### src/rtl/alu_acc_core.sv
// Parametrised accumulator ALU with register file, C/Z/N/V flags and a shift-add multiplier.
// Optional build macro ALU_SAT_EN: ADD/SUB/ADC/SBB saturate on signed overflow.
module alu_acc_core #(
  parameter int unsigned DATA_W   = 8,
  parameter int unsigned RF_DEPTH = 4,
  localparam int unsigned RF_AW   = $clog2(RF_DEPTH)
) (
  input  logic              i_clk,
  input  logic              i_rst,
  input  logic              i_valid,
  output logic              o_ready,
  input  logic [3:0]        i_op,
  input  logic              i_src_sel,
  input  logic [RF_AW-1:0]  i_rf_addr,
  input  logic [DATA_W-1:0] i_mem_data,
  input  logic [DATA_W-1:0] i_imm,
  output logic [DATA_W-1:0] o_alu,
  output logic [DATA_W-1:0] o_acc,
  output logic [DATA_W-1:0] o_rf_data,
  output logic [DATA_W-1:0] o_mul_hi,
  output logic              o_carry,
  output logic              o_zero,
  output logic              o_neg,
  output logic              o_ovf,
  output logic              o_done
);

  localparam int unsigned Msb  = DATA_W - 1;
  localparam int unsigned CntW = $clog2(DATA_W);

  localparam logic [3:0] OpAdd = 4'd0;
  localparam logic [3:0] OpSub = 4'd1;
  localparam logic [3:0] OpAnd = 4'd2;
  localparam logic [3:0] OpOr  = 4'd3;
  localparam logic [3:0] OpXor = 4'd4;
  localparam logic [3:0] OpNot = 4'd5;
  localparam logic [3:0] OpLd  = 4'd6;
  localparam logic [3:0] OpAdc = 4'd7;
  localparam logic [3:0] OpSbb = 4'd8;
  localparam logic [3:0] OpShl = 4'd9;
  localparam logic [3:0] OpShr = 4'd10;
  localparam logic [3:0] OpRol = 4'd11;
  localparam logic [3:0] OpMul = 4'd12;
  localparam logic [3:0] OpSt  = 4'd13;
  localparam logic [3:0] OpLdi = 4'd14;

  localparam logic [0:0] StIdle = 1'b0;
  localparam logic [0:0] StMul  = 1'b1;

  logic [DATA_W-1:0]   acc_q, acc_d;
  logic [DATA_W-1:0]   mul_hi_q, mul_hi_d;
  logic                c_q, c_d, z_q, z_d, n_q, n_d, v_q, v_d;
  logic [0:0]          state_q, state_d;
  logic                done_q, done_d;
  logic [2*DATA_W-1:0] prod_q, prod_d;
  logic [DATA_W-1:0]   mcand_q, mcand_d;
  logic [CntW-1:0]     cnt_q, cnt_d;
  logic [DATA_W-1:0]   rf_q [RF_DEPTH];
  logic                rf_we;

  logic [DATA_W-1:0]   opb;
  logic [DATA_W:0]     add_full, sub_full;
  logic                add_ovf, sub_ovf;
  logic [DATA_W-1:0]   sat_val;
  logic [DATA_W-1:0]   res;
  logic                res_c, res_v, res_wr;
  logic [DATA_W:0]     hi_sum;
  logic [2*DATA_W-1:0] prod_next;
  logic                mul_last;

  assign opb = i_src_sel ? i_mem_data : rf_q[i_rf_addr];

  assign add_full = {1'b0, acc_q} + {1'b0, opb} + (DATA_W+1)'((i_op == OpAdc) & c_q);
  assign sub_full = {1'b0, acc_q} - {1'b0, opb} - (DATA_W+1)'((i_op == OpSbb) & c_q);
  assign add_ovf  = (acc_q[Msb] == opb[Msb]) && (add_full[Msb] != acc_q[Msb]);
  assign sub_ovf  = (acc_q[Msb] != opb[Msb]) && (sub_full[Msb] != acc_q[Msb]);
  // Overflow direction always follows the sign of A for both add and subtract.
  assign sat_val  = acc_q[Msb] ? {1'b1, {(DATA_W-1){1'b0}}} : {1'b0, {(DATA_W-1){1'b1}}};

  always_comb begin
    res    = acc_q;
    res_c  = c_q;
    res_v  = v_q;
    res_wr = 1'b1;
    case (i_op)
      OpAdd, OpAdc: begin
        res   = add_full[DATA_W-1:0];
        res_c = add_full[DATA_W];
        res_v = add_ovf;
`ifdef ALU_SAT_EN
        if (add_ovf) res = sat_val;
`endif
      end
      OpSub, OpSbb: begin
        res   = sub_full[DATA_W-1:0];
        res_c = sub_full[DATA_W];
        res_v = sub_ovf;
`ifdef ALU_SAT_EN
        if (sub_ovf) res = sat_val;
`endif
      end
      OpAnd: begin res = acc_q & opb; res_c = 1'b0; res_v = 1'b0; end
      OpOr:  begin res = acc_q | opb; res_c = 1'b0; res_v = 1'b0; end
      OpXor: begin res = acc_q ^ opb; res_c = 1'b0; res_v = 1'b0; end
      OpNot: begin res = ~opb;        res_c = 1'b0; res_v = 1'b0; end
      OpLd:  res = opb;
      OpLdi: res = i_imm;
      OpShl: begin res = {acc_q[Msb-1:0], 1'b0}; res_c = acc_q[Msb]; res_v = 1'b0; end
      OpShr: begin res = {1'b0, acc_q[Msb:1]};   res_c = acc_q[0];   res_v = 1'b0; end
      OpRol: begin res = {acc_q[Msb-1:0], c_q};  res_c = acc_q[Msb]; res_v = 1'b0; end
      default: res_wr = 1'b0;
    endcase
  end

  // Right-shifting shift-add: low half starts as the multiplier and drains out as product bits.
  assign hi_sum    = {1'b0, prod_q[2*DATA_W-1:DATA_W]} + (prod_q[0] ? {1'b0, mcand_q} : '0);
  assign prod_next = {hi_sum, prod_q[DATA_W-1:1]};
  assign mul_last  = (cnt_q == CntW'(DATA_W - 1));

  always_comb begin
    acc_d    = acc_q;
    mul_hi_d = mul_hi_q;
    c_d      = c_q;
    z_d      = z_q;
    n_d      = n_q;
    v_d      = v_q;
    state_d  = state_q;
    done_d   = 1'b0;
    prod_d   = prod_q;
    mcand_d  = mcand_q;
    cnt_d    = cnt_q;
    rf_we    = 1'b0;
    case (state_q)
      StIdle: begin
        if (i_valid) begin
          if (i_op == OpMul) begin
            state_d = StMul;
            mcand_d = acc_q;
            prod_d  = {{DATA_W{1'b0}}, opb};
            cnt_d   = '0;
          end else if (i_op == OpSt) begin
            rf_we = 1'b1;
          end else if (res_wr) begin
            acc_d = res;
            c_d   = res_c;
            v_d   = res_v;
            z_d   = (res == '0);
            n_d   = res[Msb];
          end
        end
      end
      StMul: begin
        prod_d = prod_next;
        cnt_d  = cnt_q + CntW'(1);
        if (mul_last) begin
          state_d  = StIdle;
          acc_d    = prod_next[DATA_W-1:0];
          mul_hi_d = prod_next[2*DATA_W-1:DATA_W];
          c_d      = |prod_next[2*DATA_W-1:DATA_W];
          v_d      = 1'b0;
          z_d      = (prod_next == '0);
          n_d      = prod_next[Msb];
          done_d   = 1'b1;
        end
      end
      default: state_d = StIdle;
    endcase
  end

  always_ff @(posedge i_clk or posedge i_rst) begin
    if (i_rst) begin
      acc_q    <= '0;
      mul_hi_q <= '0;
      c_q      <= 1'b0;
      z_q      <= 1'b0;
      n_q      <= 1'b0;
      v_q      <= 1'b0;
      state_q  <= StIdle;
      done_q   <= 1'b0;
      prod_q   <= '0;
      mcand_q  <= '0;
      cnt_q    <= '0;
    end else begin
      acc_q    <= acc_d;
      mul_hi_q <= mul_hi_d;
      c_q      <= c_d;
      z_q      <= z_d;
      n_q      <= n_d;
      v_q      <= v_d;
      state_q  <= state_d;
      done_q   <= done_d;
      prod_q   <= prod_d;
      mcand_q  <= mcand_d;
      cnt_q    <= cnt_d;
    end
  end

  always_ff @(posedge i_clk or posedge i_rst) begin
    if (i_rst) begin
      for (int i = 0; i < RF_DEPTH; i++) rf_q[i] <= '0;
    end else if (rf_we) begin
      rf_q[i_rf_addr] <= acc_q;
    end
  end

  assign o_ready   = (state_q == StIdle);
  assign o_alu     = res;
  assign o_acc     = acc_q;
  assign o_rf_data = rf_q[i_rf_addr];
  assign o_mul_hi  = mul_hi_q;
  assign o_carry   = c_q;
  assign o_zero    = z_q;
  assign o_neg     = n_q;
  assign o_ovf     = v_q;
  assign o_done    = done_q;

endmodule

### config.mk
export PLATFORM = sky130hd
export DESIGN_NAME = alu_acc_core
export DESIGN_NICKNAME = d
export VERILOG_FILES = /design/src/rtl/alu_acc_core.sv
export SDC_FILE = /design/constraint.sdc
export NUM_CORES = 1
export LEC_CHECK = 0
export ABC_CLOCK_PERIOD_IN_PS = 7000
export CORE_AREA = 3 3 157 159
export CTS_CLUSTER_SIZE = 8
export DETAILED_ROUTE_END_ITERATION = 6
export DIE_AREA = 0 0 160 162
export PLACE_DENSITY = 0.42
export SETUP_SLACK_MARGIN = 0.2
export SLEW_MARGIN = 20
export SYNTH_ARGS = -nofsm -noshare
export SYNTH_HDL_FRONTEND = slang
export SYNTH_SLANG_ARGS = --single-unit
### constraint.sdc
create_clock -name i_clk -period 7 [get_ports i_clk]
set_clock_uncertainty 0.2 [all_clocks]
set_input_delay 1.4 -clock i_clk [delete_from_list [all_inputs] [get_ports i_clk]]
set_output_delay 1.4 -clock i_clk [all_outputs]
set_load 0.05 [all_outputs]
* Word-level counts from Yosys, hierarchy flattened
Cells that the tools add are included.
** Storage, ports and cells
- Logic and storage cells :: 135
- Bits in registers :: 81
** Operators by class
- Magnitude comparators :: 2
- Add/subtract/negate cells :: 6
- Muxes and demuxes :: 58
- Bitwise operators :: 8
- Reductions and logical operators :: 19
- Equality and inequality tests :: 27
** Operators by type and width (number)
- one-hot mux 8 bit (11 select lines) :: 1
- 2-to-1 mux 8 bit :: 10
- bitwise mux 32 bit :: 1
- 2-to-1 mux 16 bit :: 2
- one-hot mux 16 bit (2 select lines) :: 1
- 2-to-1 mux 1 bit :: 30
- == test 4 bit (second input constant) :: 7
- adder 8 x 8 -> 9 bit :: 2
- binary-select mux 8 bit (select 2 bit) :: 1
- demux 8 bit (select 2 bit) :: 1
- == test 4 x 3 -> 1 bit (second input constant) :: 4
- zero test 16 bit :: 1
- one-hot mux 8 bit (2 select lines) :: 1
- OR reduction 13 bit :: 1
- AND reduction 6 bit :: 2
- one-hot mux 1 bit (2 select lines) :: 5
- adder 9 x 1 -> 9 bit :: 1
- subtractor 8 x 8 -> 9 bit :: 1
- subtractor 9 x 1 -> 9 bit :: 1
- bitwise AND 8 bit :: 1
- == test 4 x 2 -> 1 bit (second input constant) :: 2
- zero test 8 bit :: 1
- NOT 8 bit :: 1
- OR 8 bit :: 1
- 28 further kinds :: 41

* Longest topological paths before layout
- Depth after elaboration :: 15
- Gate-level depth with buffers :: 18

* Worst setup path before layout
Ideal clock, no wire load.
- Path kind :: input-to-output
- Start point :: input i_rf_addr[1]
- End point :: output o_alu[4]
- Cell stages on the path :: 14
- Required time :: 5400 ps
- Arrival :: 5002 ps
- Slack :: 398 ps
- Cell sequence :: buf_6 -> buf_2 -> mux4_2 -> mux2i_2 -> fa_1 -> inv_1 -> ha_1 -> nor2_1 -> fa_1 -> nand2b_1 -> a21oi_1 -> xnor2_1 -> a21oi_1 -> a31oi_1
** On the way
- Longest elaborated chain between the ends :: 8
- Elaborated cells between the ends (all ways) :: 14
** Ends and longest elaborated chain
- start: declaration :: line 14 : input logic [RF_AW-1:0] i_rf_addr,
- NOT 2 -> 3 bit *
- binary-select mux 8 bit (select 2 bit) *
- 2-to-1 mux 8 bit * (2 in a row)
- named net o_rf_data[0] :: line 19 : output logic [DATA_W-1:0] o_rf_data,
- 2-to-1 mux 8 bit * :: line 71 : assign opb = i_src_sel ? i_mem_data : rf_q[i_rf_addr];
- subtractor 8 x 8 -> 9 bit or adder 8 x 8 -> 9 bit (tied branches) :: line 74, 73
- subtractor 9 x 1 -> 9 bit or adder 9 x 1 -> 9 bit (tied branches) :: line 74, 73
- one-hot mux 8 bit (11 select lines) * :: line 85 : case (i_op)
- end: declaration :: line 17 : output logic [DATA_W-1:0] o_alu,
Mark *: on every way through the listed nets, which the timed path passes. The rest lies on a longest branch. The select of a mux whose other input is x is not followed.

* Worst setup path in the final report
- Start point :: input i_op[2]
- End point :: output o_alu[6]
** On the way
- Longest elaborated chain between the ends :: 4
- Elaborated cells between the ends (all ways) :: 20
** Ends and longest elaborated chain
- start: declaration :: line 12 : input logic [3:0] i_op,
- == test 4 bit or == test 4 x 3 -> 1 bit (tied branches) :: line 74, 85, 73
- bitwise AND 1 bit, on equally long branches :: line 74, 73
- subtractor 9 x 1 -> 9 bit or adder 9 x 1 -> 9 bit (tied branches) :: line 74, 73
- one-hot mux 8 bit (11 select lines) * :: line 85
Every way passes the cells marked *; elsewhere a longest branch is shown, timed or not.

==> summary.md <==
| Metric | Value |
|---|---|
| DRC Markers | 0 |
| P per Cell Area | between 300 and 400 nW/um^2 |
| Leakage | ~3.3 nW |
| Largest net degree at the start of global routing | 81 |
| Final Critical Period | 6.56 ns |
| First DRT Iteration DRCs | between 300 and 400 |
| Via-to-Cell Ratio | roughly 4.9 |
| Area leader, netlist | dfrtp_1 |
| Number of port buffers | 63 |
| CP Max Fanout | 4 |
| Status | complete, no violations |
| Final Instance Count excl. Fillers | between 1,000 and 1,500 |
| Vias post-DR | slightly above 5,000 |
| Average size of a mapped cell | around 9.0 um^2 |
| WL final | between 20,000 and 25,000 um |
| Commonest non-fill, non-tap cells in the layout | 80 x dfrtp_1, 77 x nand2_1, 65 x o21ai_0 |
| Cell mode on critical path | fa_1 |
| Final TNS setup | 0 ns |
| Initial antenna violation count | 0 |
| Switching part of the total | a little under half |
| RD Place Congestion | roughly 0.87 |
| Root Driver | clkbuf_16 |
| Total GRT Usage | 15.6% |
| Clk buf depth | 2 |
| CP cell instances | clkdlybuf4s50_1 -> nor2b_1 -> nand4_1 -> fa_1 -> fa_1 -> nand2b_1 -> a21oi_1 -> o22a_1 -> xor2_1 -> and2_1 -> o32ai_2 -> inv_1 -> buf_12 |
| Worst min path class | flip-flop to flip-flop |
| ANT nets after route | 0 |
| CTS sink count | 80 |
| Fill cells | approximately 2,500 |
| Core area | 23,400 um^2 |
| DP Wirelength | roughly 15,000 um |
| Top-area cell type share of the netlist area | 34.5% |
| Multi-input gate area | about 3500 um^2 |
| Maxcap violations | 0 |
| Worst VDD drop | between 0.00015 and 0.0002 V |
| Die ar. | between 20,000 and 30,000 um^2 |
| Die Span Y | roughly 160 um |
| Fin crit share | between 90% and 100% |
| Hold Fails Final Rpt | 0 |
| Critical Path RT | ~5.4 ns |
| WS Path Type | input port to output pin |
| Buf+Inv Stages, Crit Path | 3 |
| FF+latch area | ~2000 um^2 |
| Mapped Cells | 647 |
| CTS buffer count | 9 |
| Clk_lat worst skew | 0.34 ns |
| Sequential Power Share | between 20% and 30% |
| YS warnings | 0 |
| Row cnt | 56 |
| #FFs+latches synth | 80 |
| Fraction of layout cells with a size suffix above 1 | around 17% |
| Die width | ~160 um |
| Setup-failing EPs final | 0 |
| Placed Area | 6930 um^2 |
| Post-synth ARST share | 100% |
| RSZ-0062 raised after global routing | false |
| Slowest-stage cell, CP | clkdlybuf4s50_1 |
| Synth unique cells | 67 |
| Routed WL per cell | around 19 um |
| CP endpoint kind | output pin |
| Psw | ~0.0013 W |
| Synth area leaders | dfrtp_1 35%, ha_1 8.6%, mux2_2 6.4%, o21ai_0 5.6%, nand2_1 5.0% |
| Post-synth EDFFs | 0 |
| Final instance area | between 7000 and 8000 um^2 |
| First-pass DRT Iterations | 5 |
| Slew @ Worst Pin | between 0.9 and 1 ns |
| Clock power share | 17.9% |
| Final Max Tran Viols | 0 |
| H-tree Lvls | 3 |
| Post-Syn Nets | about 720 |
| Dominant synthesized flop cell | dfrtp_1 |
| Number of global-route vias before repair | approximately 5,100 |
| Initial Util | between 20% and 30% |
| Slowest stage delay, CP | 0.52 ns |
| CP top delay family | adder cells |
| Reg clk slew, reported paths | 0.06 ns |
| Mapped cell area | just under 6000 um^2 |
| Internal Pwr Total | between 0.0015 and 0.002 W |
| Combinational power share | a little under three fifths |
| Synth-to-layout area growth | 26.9% |
| Diode count | 0 |
| Nets | slightly below 800 |
| Global-route wire length before repair | around 31,000 um |
| CP arrival | about 5.0 ns |
| CP startpoint kind | input port |
| Slew HR | between 30% and 40% |
| Sequential area share after synthesis | 34.5% |
| CTS tree | done |
| Most common cell after layout, fill and taps aside | dfrtp_1 |
| Placed cell count | around 1,000 |
| # IOs | 64 |
| Remaining Overflow, GRT | 0 |
| Highest clock rate | 0.153 GHz |
-- cell usage after synthesis (all sizes together) (3+ instances only) --
| library cell | n |
|---|---|
| a211oi | 6 |
| a21boi | 6 |
| a21o | 9 |
| a21oi | 37 |
| a22oi | 6 |
| a31o | 4 |
| a31oi | 6 |
| and2 | 10 |
| and3 | 4 |
| buf | 17 |
| clkbuf | 19 |
| dfrtp | 80 |
| fa | 5 |
| ha | 40 |
| inv | 32 |
| mux2 | 35 |
| mux2i | 14 |
| mux4 | 4 |
| nand2 | 77 |
| nand2b | 10 |
| nand3 | 9 |
| nand3b | 3 |
| nand4 | 3 |
| nand4b | 3 |
| nor2 | 44 |
| nor2b | 8 |
| nor3 | 17 |
| nor4 | 5 |
| o211ai | 5 |
| o21a | 8 |
| o21ai | 69 |
| o221ai | 4 |
| or3 | 6 |
| xnor2 | 11 |
| xor2 | 6 |
-- routing by layer --
layer  up-vias  global-route usage [%]  share of wire [%]
met5         -                       0                  0
met4         0                    3.94                1.3
met3        17                    3.11                4.2
met2       118                    25.4                 47
met1      2513                    21.1                 47
li1       2440                       -                  -
-- power groups by stage --
stage / sequential (W) / clock, W / combinational, W
6_report: 0.000772 / 0.000512 / 0.00158
3_5_place_dp: 0.000782 / 0 / 0.00154
5_1_grt: 0.000795 / 0.000544 / 0.00171
3_3_place_gp: 0.000777 / 0 / 0.00153
2_1_floorplan: 0.000858 / 0 / 0.000878
4_1_cts: 0.000775 / 0.000529 / 0.00156
-- cells by family (layout without fill, tap and decap cells) --
kind of cell	after synthesis	after routing	synth area share [%]
AND/OR/NAND/NOR	203	203	16.5
AO/OA/AOI/OAI	180	180	19.8
flip-flops	80	80	34.5
buffers and inverters	69	146	5.11
multiplexers	53	53	11.2
adder cells (fa/ha/maj)	45	45	10.4
XOR/XNOR	17	17	2.57
-- per-stage QoR --
stage                     utilization (%)  hold slack [ns]  power (W)  setup WS [ns]
final                                31.5            0.273    0.00286          0.445
after global routing                 31.5            0.286    0.00305          0.242
after CTS                            31.1            0.278    0.00286          0.226
after detailed placement             29.6            0.263    0.00232          0.141
after global placement               29.6            0.256    0.00231          0.143
after floorplan                         -            0.242    0.00174          0.398
-- worst min-delay path: cells and delay by family (launching register included) --
kind / cells / cell delay (ns)
AO/OA/AOI/OAI: 1 / 0.06
AND/OR/NAND/NOR: 1 / 0.04
flip-flops: 1 / 0.34
-- final timing paths --
kind / startpoint / end / slack, ns / depth (start not counted)
setup / recovery: i_op[2] / o_alu[6] / 0.44 / 13
hold / removal: mcand_q[1] / mcand_q[1] / 0.27 / 2
setup reg to reg: o_acc[0] / o_acc[6] / 2.65 / 12
hold reg to reg: mcand_q[1] / mcand_q[1] / 0.27 / 2
max in group asynchronous: i_rst / mcand_q[7] / 4.70 / 3
min in group asynchronous: i_rst / rf_q[24] / 1.38 / 3
-- timing repair --
item,CTS,global route
hold buffers,0,0
resized for setup,1,10
hold endpoints to repair,0,0
setup endpoints to repair,2,2
buffers inserted,1,6
pin swaps,1,6
-- final cells by class --
type                    instances  area share, %
inverters                      33           1.70
clock inverters                 7           1.31
well taps                     319           5.42
repair buffers                 97           13.2
multi-input cells             498           48.2
clock buffers                   9           3.06
flip-flops and latches         80           27.2
-- sequential cells by signal, indices dropped and copies added (netlist names) --
register  flops
o_mul_hi      8
prod_q       16
o_done        1
mcand_q       8
o_carry       1
state_q       1
cnt_q         3
o_zero        1
o_ovf         1
o_acc         8
rf_q         32
Note: power is estimated with default switching activity, not from simulation.
==> variant, RTL diff (same settings) <==
Change the parameter `RF_DEPTH` from 4 to 8.
--- a/src/rtl/alu_acc_core.sv
+++ b/src/rtl/alu_acc_core.sv
@@ -2,7 +2,7 @@
 // Optional build macro ALU_SAT_EN: ADD/SUB/ADC/SBB saturate on signed overflow.
 module alu_acc_core #(
   parameter int unsigned DATA_W   = 8,
-  parameter int unsigned RF_DEPTH = 4,
+  parameter int unsigned RF_DEPTH = 8,
   localparam int unsigned RF_AW   = $clog2(RF_DEPTH)
 ) (
   input  logic              i_clk,
Ports: changed (resized i_rf_addr); port bits go from 64 to 65. No check against the original RTL was run, so the function may have changed too.
==> variant against the original RTL <==
Count of clock-buffer cells in the layout is the same. Power is 19% higher. Area after synthesis rose by 31%. Setup slack got worse by 0.10 ns. Sequential cell count grew 32. Maximum frequency down 1.6%. Routed wire length increased by 35%. Die area unchanged. Critical endpoint is now o_alu[1]. Cell area rose by 27%. Sequential share of layout area is 2.8 points higher. Critical path depth is 1 lower.
==> variant: results (changes against the original RTL) <==
| Metric | Value |
|---|---|
| Largest net degree at the start of global routing | 72 (was 81) |
| # port buffers | 64 (was 63) |
| Mux cell area share after synthesis | 0.135 (was 0.112) |
| Biggest cell delay along the critical path | 0.55 ns (was 0.52 ns) |
| Post-synthesis xor/xnor area fraction | 0.0150 (was 0.0257) |
| Drt via density | 5.38 (was 4.88) |
| Final Hold Viols | 0 (unchanged) |
| Met3 Use GR | 0.0400 (was 0.0311) |
| Critical path startpoint | i_rf_addr[0] (was i_op[2]) |
| Period Utilization, post-route | 0.951 (was 0.936) |
| Clk pin slew, worst setup/hold paths | 0.08 ns (was 0.06 ns) |
| Top delay family on crit path | multiplexers (was adder cells) |
| Maximum VDD drop | 0.230 mV (was 0.154 mV) |
| First-pass GRT wire length | 41600 µm (was 31200 µm) |
| Leakage | 4.18 nW (was 3.27 nW) |
| Routed wl met3 | 1280 µm (was 856 µm) |
| Share of cells above drive strength 1 | 0.205 (was 0.167) |
| Cell area after placement | 8850 µm² (was 6930 µm²) |
| Sequential area share after synthesis | 0.369 (was 0.345) |
| M1 GR Usage | 0.297 (was 0.211) |
| Synth Area in Compound Gates | 0.191 (was 0.198) |
| Syn Nets | 878 (was 718) |
| Biggest register | rf_q (unchanged) |
| Outcome | finished, final reports clean (unchanged) |
| RD Place Congestion | 0.895 (was 0.869) |
| Source of the worst hold timing path | rf_q[0] (was mcand_q[1]) |
| Antenna violations before repair | 1 (was 0) |
| Top cells by count, synth | dfrtp_1, nand2_1, o21ai_0, mux2_2, inv_1 (was dfrtp_1, nand2_1, o21ai_0, nor2_1, ha_1) |
| Final WL | 27300 µm (was 20300 µm) |
| Final net count | 966 (was 790) |
| Slowest CP cell | mux4_2 (was clkdlybuf4s50_1) |
| Adder-cell share of the synthesized area | 0.0791 (was 0.104) |
| Biggest regs | rf_q x64, prod_q x16 (was rf_q x32, prod_q x16) |
| Synth top area cells | dfrtp_1, mux2_2, ha_1 (was dfrtp_1, ha_1, mux2_2) |
| R2r startpoint | rf_q[0] (was o_acc[0]) |
| Dpl hpwl | 20600 µm (was 15300 µm) |
| Tightest Pin Transition | 0.928 ns (was 0.960 ns) |
| Met2 global-route usage | 0.336 (was 0.254) |
| 1st-iter DRT viols | 451 (was 345) |
| R2r worst-path depth | 13 (was 12) |
| Met1 Wirelength | 13000 µm (was 9550 µm) |
| GRT Util Overall | 0.211 (was 0.156) |
| Metal2 WL | 12500 µm (was 9580 µm) |
## variant: changes by cell type in the layout (fill, tap and decap cells not counted), sizes merged, moves of 7 or more
cell / unedited run / this run
nand2: 77 / 88
a21oi: 37 / 25
nor3b: 1 / 8
dfrtp: 80 / 112
inv: 31 / 49
mux2: 35 / 52
buf: 42 / 70
mux2i: 14 / 33
a22o: 0 / 7
## variant: what timing repair did
item | in CTS | in global routing
cloned | 0 | 1
gates resized for setup | 11 | 26
buffers inserted | 0 | 3
pin swaps | 1 | 5
endpoints found under the setup margin | 7 | 7
## variant: path summary, 6_finish.rpt
path	end	slack (ns)
max	o_alu[1]	0.34
min	rf_q[0]	0.28
max reg2reg	o_zero	2.83
min reg2reg	rf_q[0]	0.28
max in group asynchronous	rf_q[37]	4.09
min in group asynchronous	prod_q[11]	1.41
## variant: power by group
group | switching [mW] | internal (mW) | total [mW]
combinational | 1.19 | 0.750 | 1.94
sequential | 0.122 | 0.813 | 0.934
clock | 0.265 | 0.249 | 0.514
## variant: metrics by stage
step / utilization / hold slack (ns) / cells / power, mW / setup slack (ns)
floorplan: - / 0.244 / 806 / 2.10 / 0.293
finish: 0.400 / 0.285 / 1218 / 3.39 / 0.341
global placement: 0.378 / 0.259 / 1198 / 2.77 / 0.0364
detailed placement: 0.378 / 0.270 / 1198 / 2.78 / -0.0113
CTS: 0.392 / 0.289 / 1214 / 3.32 / 0.200
global route: 0.400 / 0.307 / 1218 / 3.60 / 0.215
## variant: area by class of cell
cell class | count | area [µm²]
Fill cell | 2440 | 14000
Multi-Input combinational cell | 597 | 4530
Timing Repair Buffer | 127 | 1160
Tap cell | 319 | 399
Inverter | 47 | 179
Clock buffer | 9 | 225
Sequential cell | 112 | 2800
Clock inverter | 7 | 61.3
